## config.mk

```make
export PLATFORM = sky130hd
export DESIGN_NAME = tlb_mp
export DESIGN_NICKNAME = d
export VERILOG_FILES = /design/src/rtl/tlb_mp.sv
export SDC_FILE = /design/constraint.sdc
export NUM_CORES = 2
export LEC_CHECK = 0
export BUFFER_PORTS_ARGS = -buffer_cell sky130_fd_sc_hd__buf_2
export CAP_MARGIN = 20
export CELL_PAD_IN_SITES_DETAIL_PLACEMENT = 0
export CELL_PAD_IN_SITES_GLOBAL_PLACEMENT = 1
export CORE_UTILIZATION = 52
export DETAILED_ROUTE_END_ITERATION = 7
export PLACE_DENSITY_LB_ADDON = 0.25
export SKIP_CTS_REPAIR_TIMING = 1
export SYNTH_ARGS = -nofsm -noshare
export SYNTH_HDL_FRONTEND = slang
export SYNTH_SLANG_ARGS = --single-unit
export TNS_END_PERCENT = 1
```

## constraint.sdc

```tcl
create_clock -name clk -period 14.3 [get_ports clk]
set_clock_uncertainty 0.2 [all_clocks]
set_input_delay 2.145 -clock clk [delete_from_list [all_inputs] [get_ports clk]]
set_output_delay 2.145 -clock clk [all_outputs]
set_load 0.02 [all_outputs]
```

## src/rtl/tlb_mp.sv

```systemverilog
// Parametrised TLB: NSPORT registered search ports, registered read port, write port,
// multi-cycle INVTLB sweep FSM and a free-running TLBFILL replacement counter.
module tlb_mp #(
  parameter int unsigned TLBNUM = 16,
  parameter int unsigned IDXW   = 4,
  parameter int unsigned NSPORT = 2
) (
  input  logic                     clk,
  input  logic                     reset,
  input  logic [NSPORT-1:0]        s_req,
  input  logic [19*NSPORT-1:0]     s_vppn,
  input  logic [10*NSPORT-1:0]     s_asid,
  input  logic [NSPORT-1:0]        s_va_bit12,
  output logic [NSPORT-1:0]        s_rvalid,
  output logic [NSPORT-1:0]        s_found,
  output logic [IDXW*NSPORT-1:0]   s_index,
  output logic [20*NSPORT-1:0]     s_ppn,
  output logic [6*NSPORT-1:0]      s_ps,
  output logic [2*NSPORT-1:0]      s_mat,
  output logic [2*NSPORT-1:0]      s_plv,
  output logic [NSPORT-1:0]        s_d,
  output logic [NSPORT-1:0]        s_v,
  input  logic                     we,
  input  logic [IDXW-1:0]          w_index,
  input  logic                     w_e,
  input  logic [18:0]              w_vppn,
  input  logic [5:0]               w_ps,
  input  logic [9:0]               w_asid,
  input  logic                     w_g,
  input  logic [19:0]              w_ppn0,
  input  logic [1:0]               w_plv0,
  input  logic [1:0]               w_mat0,
  input  logic                     w_d0,
  input  logic                     w_v0,
  input  logic [19:0]              w_ppn1,
  input  logic [1:0]               w_plv1,
  input  logic [1:0]               w_mat1,
  input  logic                     w_d1,
  input  logic                     w_v1,
  input  logic                     r_req,
  input  logic [IDXW-1:0]          r_index,
  output logic                     r_e,
  output logic [18:0]              r_vppn,
  output logic [5:0]               r_ps,
  output logic [9:0]               r_asid,
  output logic                     r_g,
  output logic [19:0]              r_ppn0,
  output logic [1:0]               r_plv0,
  output logic [1:0]               r_mat0,
  output logic                     r_d0,
  output logic                     r_v0,
  output logic [19:0]              r_ppn1,
  output logic [1:0]               r_plv1,
  output logic [1:0]               r_mat1,
  output logic                     r_d1,
  output logic                     r_v1,
  input  logic                     inv_req,
  input  logic [4:0]               inv_op,
  input  logic [9:0]               inv_asid,
  input  logic [18:0]              inv_vppn,
  input  logic                     inv_va_bit12,
  output logic                     inv_busy,
  output logic                     inv_done,
  output logic                     inv_illegal,
  output logic [IDXW-1:0]          fill_index
);

  typedef enum logic [1:0] {IDLE, SWEEP, DONE} inv_state_t;

  logic [TLBNUM-1:0] tlb_e;
  logic [TLBNUM-1:0] tlb_g;
  logic [18:0]       tlb_vppn [TLBNUM];
  logic [5:0]        tlb_ps   [TLBNUM];
  logic [9:0]        tlb_asid [TLBNUM];
  logic [19:0]       tlb_ppn0 [TLBNUM];
  logic [1:0]        tlb_plv0 [TLBNUM];
  logic [1:0]        tlb_mat0 [TLBNUM];
  logic              tlb_d0   [TLBNUM];
  logic              tlb_v0   [TLBNUM];
  logic [19:0]       tlb_ppn1 [TLBNUM];
  logic [1:0]        tlb_plv1 [TLBNUM];
  logic [1:0]        tlb_mat1 [TLBNUM];
  logic              tlb_d1   [TLBNUM];
  logic              tlb_v1   [TLBNUM];

  inv_state_t        state, state_nxt;
  logic [IDXW-1:0]   ptr;
  logic [4:0]        op_q;
  logic [9:0]        asid_q;
  logic [18:0]       vppn_q;
  logic              inv_pred;
  logic              inv_clr;

  logic [NSPORT-1:0] hit_found;
  logic [NSPORT-1:0] hit_odd;
  logic [IDXW-1:0]   hit_idx [NSPORT];

  logic              unused_inv_bit12;
  assign unused_inv_bit12 = inv_va_bit12;

  // Page-size-aware VPPN compare: 4KB pages use all 19 bits, 2MB pages only [18:9].
  function automatic logic va_match(input logic [18:0] ev, input logic [5:0] eps,
                                    input logic [18:0] kv);
    case (eps)
      6'd12:   return ev == kv;
      6'd21:   return ev[18:9] == kv[18:9];
      default: return 1'b0;
    endcase
  endfunction

  // Priority search: first hit from index 0 upward wins.
  always_comb begin
    hit_found = '0;
    hit_odd   = '0;
    for (int unsigned k = 0; k < NSPORT; k++) begin
      hit_idx[k] = '0;
      for (int unsigned i = 0; i < TLBNUM; i++) begin
        if (!hit_found[k] && tlb_e[i] &&
            (tlb_g[i] || tlb_asid[i] == s_asid[10*k +: 10]) &&
            va_match(tlb_vppn[i], tlb_ps[i], s_vppn[19*k +: 19])) begin
          hit_found[k] = 1'b1;
          hit_idx[k]   = IDXW'(i);
          hit_odd[k]   = (tlb_ps[i] == 6'd12) ? s_va_bit12[k] : s_vppn[19*k + 8];
        end
      end
    end
  end

  always_ff @(posedge clk) begin
    if (reset) begin
      s_rvalid <= '0;
      s_found  <= '0;
      s_index  <= '0;
      s_ppn    <= '0;
      s_ps     <= '0;
      s_mat    <= '0;
      s_plv    <= '0;
      s_d      <= '0;
      s_v      <= '0;
    end else begin
      s_rvalid <= s_req;
      for (int unsigned k = 0; k < NSPORT; k++) begin
        if (s_req[k]) begin
          s_found[k]               <= hit_found[k];
          s_index[IDXW*k +: IDXW]  <= hit_idx[k];
          if (hit_found[k]) begin
            s_ps[6*k +: 6]   <= tlb_ps[hit_idx[k]];
            s_ppn[20*k +: 20] <= hit_odd[k] ? tlb_ppn1[hit_idx[k]] : tlb_ppn0[hit_idx[k]];
            s_plv[2*k +: 2]  <= hit_odd[k] ? tlb_plv1[hit_idx[k]] : tlb_plv0[hit_idx[k]];
            s_mat[2*k +: 2]  <= hit_odd[k] ? tlb_mat1[hit_idx[k]] : tlb_mat0[hit_idx[k]];
            s_d[k]           <= hit_odd[k] ? tlb_d1[hit_idx[k]]   : tlb_d0[hit_idx[k]];
            s_v[k]           <= hit_odd[k] ? tlb_v1[hit_idx[k]]   : tlb_v0[hit_idx[k]];
          end else begin
            s_ps[6*k +: 6]    <= '0;
            s_ppn[20*k +: 20] <= '0;
            s_plv[2*k +: 2]   <= '0;
            s_mat[2*k +: 2]   <= '0;
            s_d[k]            <= 1'b0;
            s_v[k]            <= 1'b0;
          end
        end
      end
    end
  end

  // The write is ordered after the sweep clear so a same-index write survives.
  always_ff @(posedge clk) begin
    if (reset) begin
      tlb_e <= '0;
    end else begin
      if (inv_clr) tlb_e[ptr] <= 1'b0;
      if (we)      tlb_e[w_index] <= w_e;
    end
  end

  always_ff @(posedge clk) begin
    if (we) begin
      tlb_g[w_index]    <= w_g;
      tlb_vppn[w_index] <= w_vppn;
      tlb_ps[w_index]   <= w_ps;
      tlb_asid[w_index] <= w_asid;
      tlb_ppn0[w_index] <= w_ppn0;
      tlb_plv0[w_index] <= w_plv0;
      tlb_mat0[w_index] <= w_mat0;
      tlb_d0[w_index]   <= w_d0;
      tlb_v0[w_index]   <= w_v0;
      tlb_ppn1[w_index] <= w_ppn1;
      tlb_plv1[w_index] <= w_plv1;
      tlb_mat1[w_index] <= w_mat1;
      tlb_d1[w_index]   <= w_d1;
      tlb_v1[w_index]   <= w_v1;
    end
  end

  always_ff @(posedge clk) begin
    if (reset) begin
      r_e <= 1'b0;  r_vppn <= '0; r_ps <= '0;   r_asid <= '0; r_g <= 1'b0;
      r_ppn0 <= '0; r_plv0 <= '0; r_mat0 <= '0; r_d0 <= 1'b0; r_v0 <= 1'b0;
      r_ppn1 <= '0; r_plv1 <= '0; r_mat1 <= '0; r_d1 <= 1'b0; r_v1 <= 1'b0;
    end else if (r_req) begin
      r_e    <= tlb_e[r_index];    r_vppn <= tlb_vppn[r_index];
      r_ps   <= tlb_ps[r_index];   r_asid <= tlb_asid[r_index];
      r_g    <= tlb_g[r_index];
      r_ppn0 <= tlb_ppn0[r_index]; r_plv0 <= tlb_plv0[r_index];
      r_mat0 <= tlb_mat0[r_index]; r_d0   <= tlb_d0[r_index];
      r_v0   <= tlb_v0[r_index];
      r_ppn1 <= tlb_ppn1[r_index]; r_plv1 <= tlb_plv1[r_index];
      r_mat1 <= tlb_mat1[r_index]; r_d1   <= tlb_d1[r_index];
      r_v1   <= tlb_v1[r_index];
    end
  end

  always_ff @(posedge clk) begin
    if (reset) fill_index <= '0;
    else       fill_index <= fill_index + 1'b1;
  end

  always_ff @(posedge clk) begin
    if (reset) state <= IDLE;
    else       state <= state_nxt;
  end

  always_ff @(posedge clk) begin
    if (reset) begin
      ptr    <= '0;
      op_q   <= '0;
      asid_q <= '0;
      vppn_q <= '0;
    end else if (state == IDLE && inv_req) begin
      ptr    <= '0;
      op_q   <= inv_op;
      asid_q <= inv_asid;
      vppn_q <= inv_vppn;
    end else if (state == SWEEP) begin
      ptr <= ptr + 1'b1;
    end
  end

  always_comb begin
    state_nxt = state;
    case (state)
      IDLE:    if (inv_req) state_nxt = (inv_op > 5'd6) ? DONE : SWEEP;
      SWEEP:   if (ptr == IDXW'(TLBNUM-1)) state_nxt = DONE;
      DONE:    state_nxt = IDLE;
      default: state_nxt = IDLE;
    endcase
  end

  always_comb begin
    inv_busy    = (state == SWEEP);
    inv_done    = (state == DONE);
    inv_illegal = (state == DONE) && (op_q > 5'd6);
  end

  always_comb begin
    logic asid_hit, va_hit, gbit;
    asid_hit = (tlb_asid[ptr] == asid_q);
    va_hit   = va_match(tlb_vppn[ptr], tlb_ps[ptr], vppn_q);
    gbit     = tlb_g[ptr];
    case (op_q)
      5'd0, 5'd1: inv_pred = 1'b1;
      5'd2:       inv_pred = gbit;
      5'd3:       inv_pred = !gbit;
      5'd4:       inv_pred = !gbit && asid_hit;
      5'd5:       inv_pred = !gbit && asid_hit && va_hit;
      5'd6:       inv_pred = (gbit || asid_hit) && va_hit;
      default:    inv_pred = 1'b0;
    endcase
    inv_clr = (state == SWEEP) && inv_pred;
  end

endmodule

```

Word level (Yosys, flattened, before mapping)
Memory sizes are Yosys's and may differ from the RTL's. A register that Yosys moved wholly into a read port is not among the register bits.
Cells that the tools add are included.
W data, S select, Z words.
{ "word_totals": {"ff_bits": 154, "memories": 13, "ramBits": 1392, "input_bits": 199, "out_inout_bits": 172, "word_cells": 575} }
{ "memory_table": {"columns": ["memory", "depth", "width", "read_ports", "rd_ports_with_merged_regs", "write_ports", "line", "source"], "rows": [
  ["tlb_ppn0", 16, 20, 3, 1, 1, "75", "logic [19:0] tlb_ppn0 [TLBNUM];"],
  ["tlb_ppn1", 16, 20, 3, 1, 1, "80", "logic [19:0] tlb_ppn1 [TLBNUM];"],
  ["tlb_vppn", 16, 19, 18, 2, 1, "72", "logic [18:0] tlb_vppn [TLBNUM];"],
  ["tlb_asid", 16, 10, 18, 2, 1, "74", "logic [9:0] tlb_asid [TLBNUM];"],
  ["tlb_ps", 16, 6, 20, 2, 1, "73", "logic [5:0] tlb_ps [TLBNUM];"],
  ["tlb_mat0", 16, 2, 3, 1, 1, "77", "logic [1:0] tlb_mat0 [TLBNUM];"],
  ["7 more memories", null, null, null, null, null, null, null]
]} }
{ "classes": {"addsub": 2, "muxes": 209, "bitwise": 2, "magnitude_cmp": 7, "n_reduce_logical": 171, "eq_ne": 144} }
{ "op_table": {"columns": ["op", "n"], "rows": [
  ["$eq A10 B10 Y1", 66],
  ["$eq A19 B19 Y1", 33],
  ["$mux W4", 34],
  ["$mux W1", 113],
  ["$eq A6 B4 Y1 const B", 17],
  ["$eq A6 B5 Y1 const B", 17],
  ["$logic_and A1 B1 Y1", 102],
  ["$mux W20", 4],
  ["$pmux W1 S2", 33],
  ["$mux W16", 3],
  ["$logic_or A1 B1 Y1", 33],
  ["$bwmux W16", 2],
  ["$logic_not A1 Y1", 31],
  ["$mux W2", 11],
  ["$and A16 B16 Y16", 1],
  ["$not A16 Y16", 1],
  ["$eq A5 B3 Y1 const B", 3],
  ["$lt A4 B5 Y1 const B", 3],
  ["$bmux W1 S4", 3],
  ["$mux W6", 2],
  ["$eq A5 B2 Y1 const B", 2],
  ["$gt A5 B3 Y1 const B", 2],
  ["$add A4 B1 Y4 const B", 2],
  ["$demux W1 S4", 2],
  ["13 further kinds", 15]
]} }

Depth between registers and ports, before layout
An unclocked memory read counts as a cell.
{ "logic_depth": {"depth_word": 84, "ltp_mapped": 19, "ltp_nobuf": 12} }

Least setup slack after synthesis
No wires, ideal clock.
{ "synth_path": {"kind": "input-to-reg", "start": "input w_index[3]", "end": "register tlb_e[0]", "setup_time_ns": 0.491, "t_arrival_ns": 11.489, "path_stages": 3, "required_time_ns": 13.609, "setup_slack_ns": 2.120, "path_buffers": 1, "path_cell_list": "clkbuf_1 nor4_1 o21ai_0"} }
{ "synth_between": {"elab_chain_len": 6, "word_cells_on_any_way": 7, "cone_classes": "2 x order compare; 4 x mux; 1 x reduce/logical"} }
{ "synth_lines": {"columns": ["element", "line", "source"], "rows": [
  ["from (decl)", "24", "input logic [IDXW-1:0] w_index,"],
  ["$lt A4 B5 Y1 (not written as such) / $ge A4 B1 Y1 (equally long branches)", "172", "if (we) tlb_e[w_index] <= w_e;"],
  ["$logic_and A1 B1 Y1 (not written as such)", "172", null],
  ["$mux W1 (not written as such)", "172", null],
  ["$demux W1 S4 (*)", "172", null],
  ["$bwmux W16 (*)", "172", null],
  ["$mux W16 (*)", "172", null],
  ["to (signal, indexed assignment)", "172", null],
  ["to (decl)", "70", "logic [TLBNUM-1:0] tlb_e;"]
]} }
Mark *: on every way between the ends. The rest lies on a longest branch, timed or not.
A chain may end at the register's enable or synchronous reset.

Worst setup path in the final report
{ "layout_path": {"start": "input s_asid[17]", "end": "register s_ppn[30]"} }
{ "layout_between": {"elab_chain_len": 83, "word_cells_on_any_way": 145, "cone_classes": "16 x eq/ne; 49 x mux; 78 x reduce/logical; 2 x memory"} }
{ "layout_lines": {"columns": ["element", "line", "source"], "rows": [
  ["from (decl)", "12", "input logic [10*NSPORT-1:0] s_asid,"],
  ["$eq A10 B10 Y1", "119", "(tlb_g[i] || tlb_asid[i] == s_asid[10*k +: 10]) &&"],
  ["$logic_or A1 B1 Y1", "119", null],
  ["$logic_and A1 B1 Y1", "118", "if (!hit_found[k] && tlb_e[i] &&"],
  ["$logic_and A1 B1 Y1", "119", null],
  ["$mux W1", "118", null],
  ["$logic_not A1 Y1", "118", null],
  ["$logic_and A1 B1 Y1 (2 in a row)", "118", null],
  ["$logic_and A1 B1 Y1", "119", null],
  ["[65 not listed]", null, null],
  ["$mux W1", "118", null],
  ["$logic_not A1 Y1", "118", null],
  ["$logic_and A1 B1 Y1 (2 in a row)", "118", null],
  ["$logic_and A1 B1 Y1", "119", null],
  ["$mux W4", "118", null],
  ["$mem_v2 Z16 W20, on equally long branches", null, null],
  ["$mux W20", "148", "s_ppn[20*k +: 20] <= hit_odd[k] ? tlb_ppn1[hit_idx[k]] : tlb_ppn0[hit_idx[k]];"],
  ["$mux W20 (*)", "146", "if (hit_found[k]) begin"],
  ["to (signal, indexed assignment)", "148", null],
  ["to (decl)", "17", "output logic [20*NSPORT-1:0] s_ppn,"]
]} }
Marked as above.

==> metrics.md <==
| Metric | Value |
|---|---|
| Status | `completed` |
| CP Data Required Time | `14800 ps` |
| Max-cap violations | `0` |
| Final WL | `391 mm` |
| Slew at the pin with the worst max-slew slack | `1290 ps` |
| Largest net degree at the start of global routing | `186` |
| Max-slew violation count | `0` |
| Async SR Flop Fraction | `0%` |
| Total power | `11200 uW` |
| Sequential element share of the synthesized area | `49.0%` |
| R2R cell count | `15` |
| Clk_lat worst skew | `860 ps` |
| Initial antenna violation count | `38` |
| Switching pwr | `2760 uW` |
| Max clock buf depth | `3` |
| Vias in the first global route | `68509` |
| Iteration-0 DRC Markers | `11061` |
| Number of CTS-inserted buffers | `179` |
| Min cycle time layout | `8890 ps` |
| CORE AREA | `183000 um^2` |
| RSZ-0062 raised after global routing | `false` |
| Die footprint | `186000 um^2` |
| Synth Flop Type | `edfxtp_1` |
| Leading post-synthesis cells by cell area | `edfxtp_1 (44%), mux4_2 (14%), mux2i_1 (7.2%), xnor2_1 (6.2%), dfxtp_1 (4.8%)` |
| Row cnt | `157` |
| Root buffer cell | `clkbuf_16` |
| H-tree Lvls | `4` |
| Dpl cells | `9750` |
| PortBufs | `369` |
| Gate Count Post-Synth | `7321` |
| First-pass GRT wire length | `536 mm` |
| Hold Vio Cnt, Final | `0` |
| Slew Limit Headroom | `14.1%` |
| Layout Nets | `7676` |
| Setup crit end kind | `flop` |
| Layout cell share with drive strength beyond 1 | `21.6%` |
| Synthesized Nets | `7525` |
| Final worst slack | `5410 ps` |
| Ys Warns | `0` |
| GRT Total Usage | `41.4%` |
| Most frequent cells in the layout | `edfxtp_1 (1408), mux2i_1 (691), xnor2_1 (678)` |
| VDD IR max | `0.112 mV` |
| Mapped Area | `95700 um^2` |
| Pre-CTS setup slack | `4830 ps` |
| P_leak | `0.0346 uW` |
| Die Y | `431 um` |
| Clk pwr share | `42.8%` |
| Commonest non-fill, non-tap cell in the layout | `edfxtp_1` |
| Post-Route Setup TNS | `0 ps` |
| Sw Share | `24.7%` |
| EDFF count, synth | `1408` |
| Startpoint types | `input port` |
| Total number of vias | `72712` |
| Yosys reg bits | `1637` |
| Internal power | `8440 uW` |
| Yosys cell types | `82` |
| Drt drc | `0` |
| IO Count | `371` |
| DRT Pass-1 Iters | `7` |
| Post-synth top area share | `44.2%` |
| Detailed placer's ending HPWL | `251 mm` |
| Flop pwr share | `48.3%` |
| Routability cong. | `1.01` |
| Cells on Worst Hold Path | `2` |
| Hold/Removal Path Class | `flop to flop` |
| Core Util, Final | `58.0%` |
| Non-Filler Instances | `10103` |
| Post-synth top area cell | `edfxtp_1` |
| Tcrit/Tclk final | `62.2%` |
| Final setup vio count | `0` |
| Die width | `431 um` |
| Critical Path AT | `9390 ps` |
| Combinational power share | `8.9%` |
| Avg Cell Area, Syn | `13.1 um^2` |
| Max FO, Critical Path | `39` |
| TritonCTS clock tree | `done` |
| Max Clock Freq | `112 MHz` |
| Overflow after GRT | `0` |
| PwrDens | `106 nW/um^2` |
| Clock Pin Slew Worst Setup and Hold Paths | `60 ps` |
| Average wire per standard cell | `38.7 um` |
| Routed Antenna Nets | `0` |
| Vias per inst | `7.20` |
| CTS sink cnt | `1637` |
| WS Path Type | `input port to flop` |
| Initial Util | `52.3%` |
| Area Growth Syn to Fin | `10.9%` |
-- cell type report --
class,instances,area [um^2]
repair buffers,539,3330
flip-flops and latches,1637,46900
fillers,14595,76800
multi-input cells,5077,46500
diodes,13,32.5
clock inverters,91,942
inverters,38,168
clock buffers,244,5130
well taps,2464,3080
-- cell usage after synthesis, types with 9 or more instances --
master,instances
xor2_1,286
a222oi_1,9
a221oi_1,26
nor3_1,93
or4_1,14
inv_1,38
and2_1,21
o21a_1,33
o211a_1,24
o211ai_1,102
dfxtp_1,229
o2bb2ai_1,26
o21ai_0,149
a21oi_1,171
nor4_1,110
mux4_2,616
edfxtp_1,1408
nand2_1,479
a211oi_1,19
and4b_1,13
a21o_1,9
o31ai_1,52
nand4b_1,23
a2111o_1,43
xnor2_1,678
buf_4,45
or3_1,17
a22oi_1,23
a211o_1,10
mux2_2,119
a31oi_1,12
mux2i_1,691
o22ai_1,106
nand3_1,446
buf_1,85
buf_2,159
o221ai_1,30
nand2b_1,12
nor3b_1,31
nor2b_1,19
a41o_1,29
nor2_1,183
nand4_1,195
and3_1,40
clkbuf_1,277
-- state kept, by name, indices dropped and copies added, names as in the netlist, 40 cells and up, named ones only --
signal    cells
tlb_ps       96
s_ppn        40
tlb_ppn1    320
tlb_vppn    304
tlb_ppn0    320
tlb_asid    160
-- per-layer routing --
metal  track usage [%]  vias to the layer above  routed length [um]
li1                  -                    29236                   -
met1              55.3                    36948              144000
met2              59.7                     5451              167000
met3              9.93                     1047               47200
met4              28.8                       30               32000
met5                 0                        -                 195
-- power groups by stage --
stage               combinational (uW)  sequential, uW  clock [uW]
finish                             997            5410        4790
floorplan                          605            5500           0
global placement                   970            5500           0
CTS                                981            5410        4820
detailed placement                 977            5510           0
global route                      1040            5420        5000
-- logic make-up (layout without fill, tap and decap cells) --
family	after synthesis	count (layout)	share of synthesized area (%)
AND/OR/NAND/NOR	1726	1726	9.10
AO/OA/AOI/OAI	956	956	7.11
adder cells (fa/ha/maj)	5	5	0.0654
XOR/XNOR	964	964	8.82
buffers and inverters	607	912	2.79
other	0	13	0
flip-flops	1637	1637	49.0
multiplexers	1426	1426	23.1
-- metrics by stage --
stage	instance area, um^2	hold WS [ps]
2_1_floorplan	95700	239
3_3_place_gp	99900	226
3_5_place_dp	99900	224
5_1_grt	106000	264
6_report	106000	236
4_1_cts	106000	235
-- worst max-delay path, stage by stage --
cell,delay (ps)
buf_2,550
xor2_1,200
nor4_1,80
a41oi_1,820
a211oi_1,130
buf_4,240
or2_2,360
or3_1,510
or4b_4,780
nand2_4,320
buf_4,580
buf_4,680
mux2_2,410
a2111o_1,410
o31ai_1,870
nand3_1,170
-- worst paths after layout --
| path | start | end | slack, ps |
|---|---|---|---|
| worst max-delay path | s_asid[17] | s_ppn[30]$_SDFFE_PP0P_ | 5410 |
| worst min register to register | s_ps[10]$_SDFFE_PP0P_ | s_ps[10]$_SDFFE_PP0P_ | 240 |
| worst min-delay path | s_ps[10]$_SDFFE_PP0P_ | s_ps[10]$_SDFFE_PP0P_ | 240 |
| worst max register to register | tlb_ps[3][1]$_DFFE_PP_ | s_ppn[30]$_SDFFE_PP0P_ | 6370 |
Power figures use the tool's default switching activity.
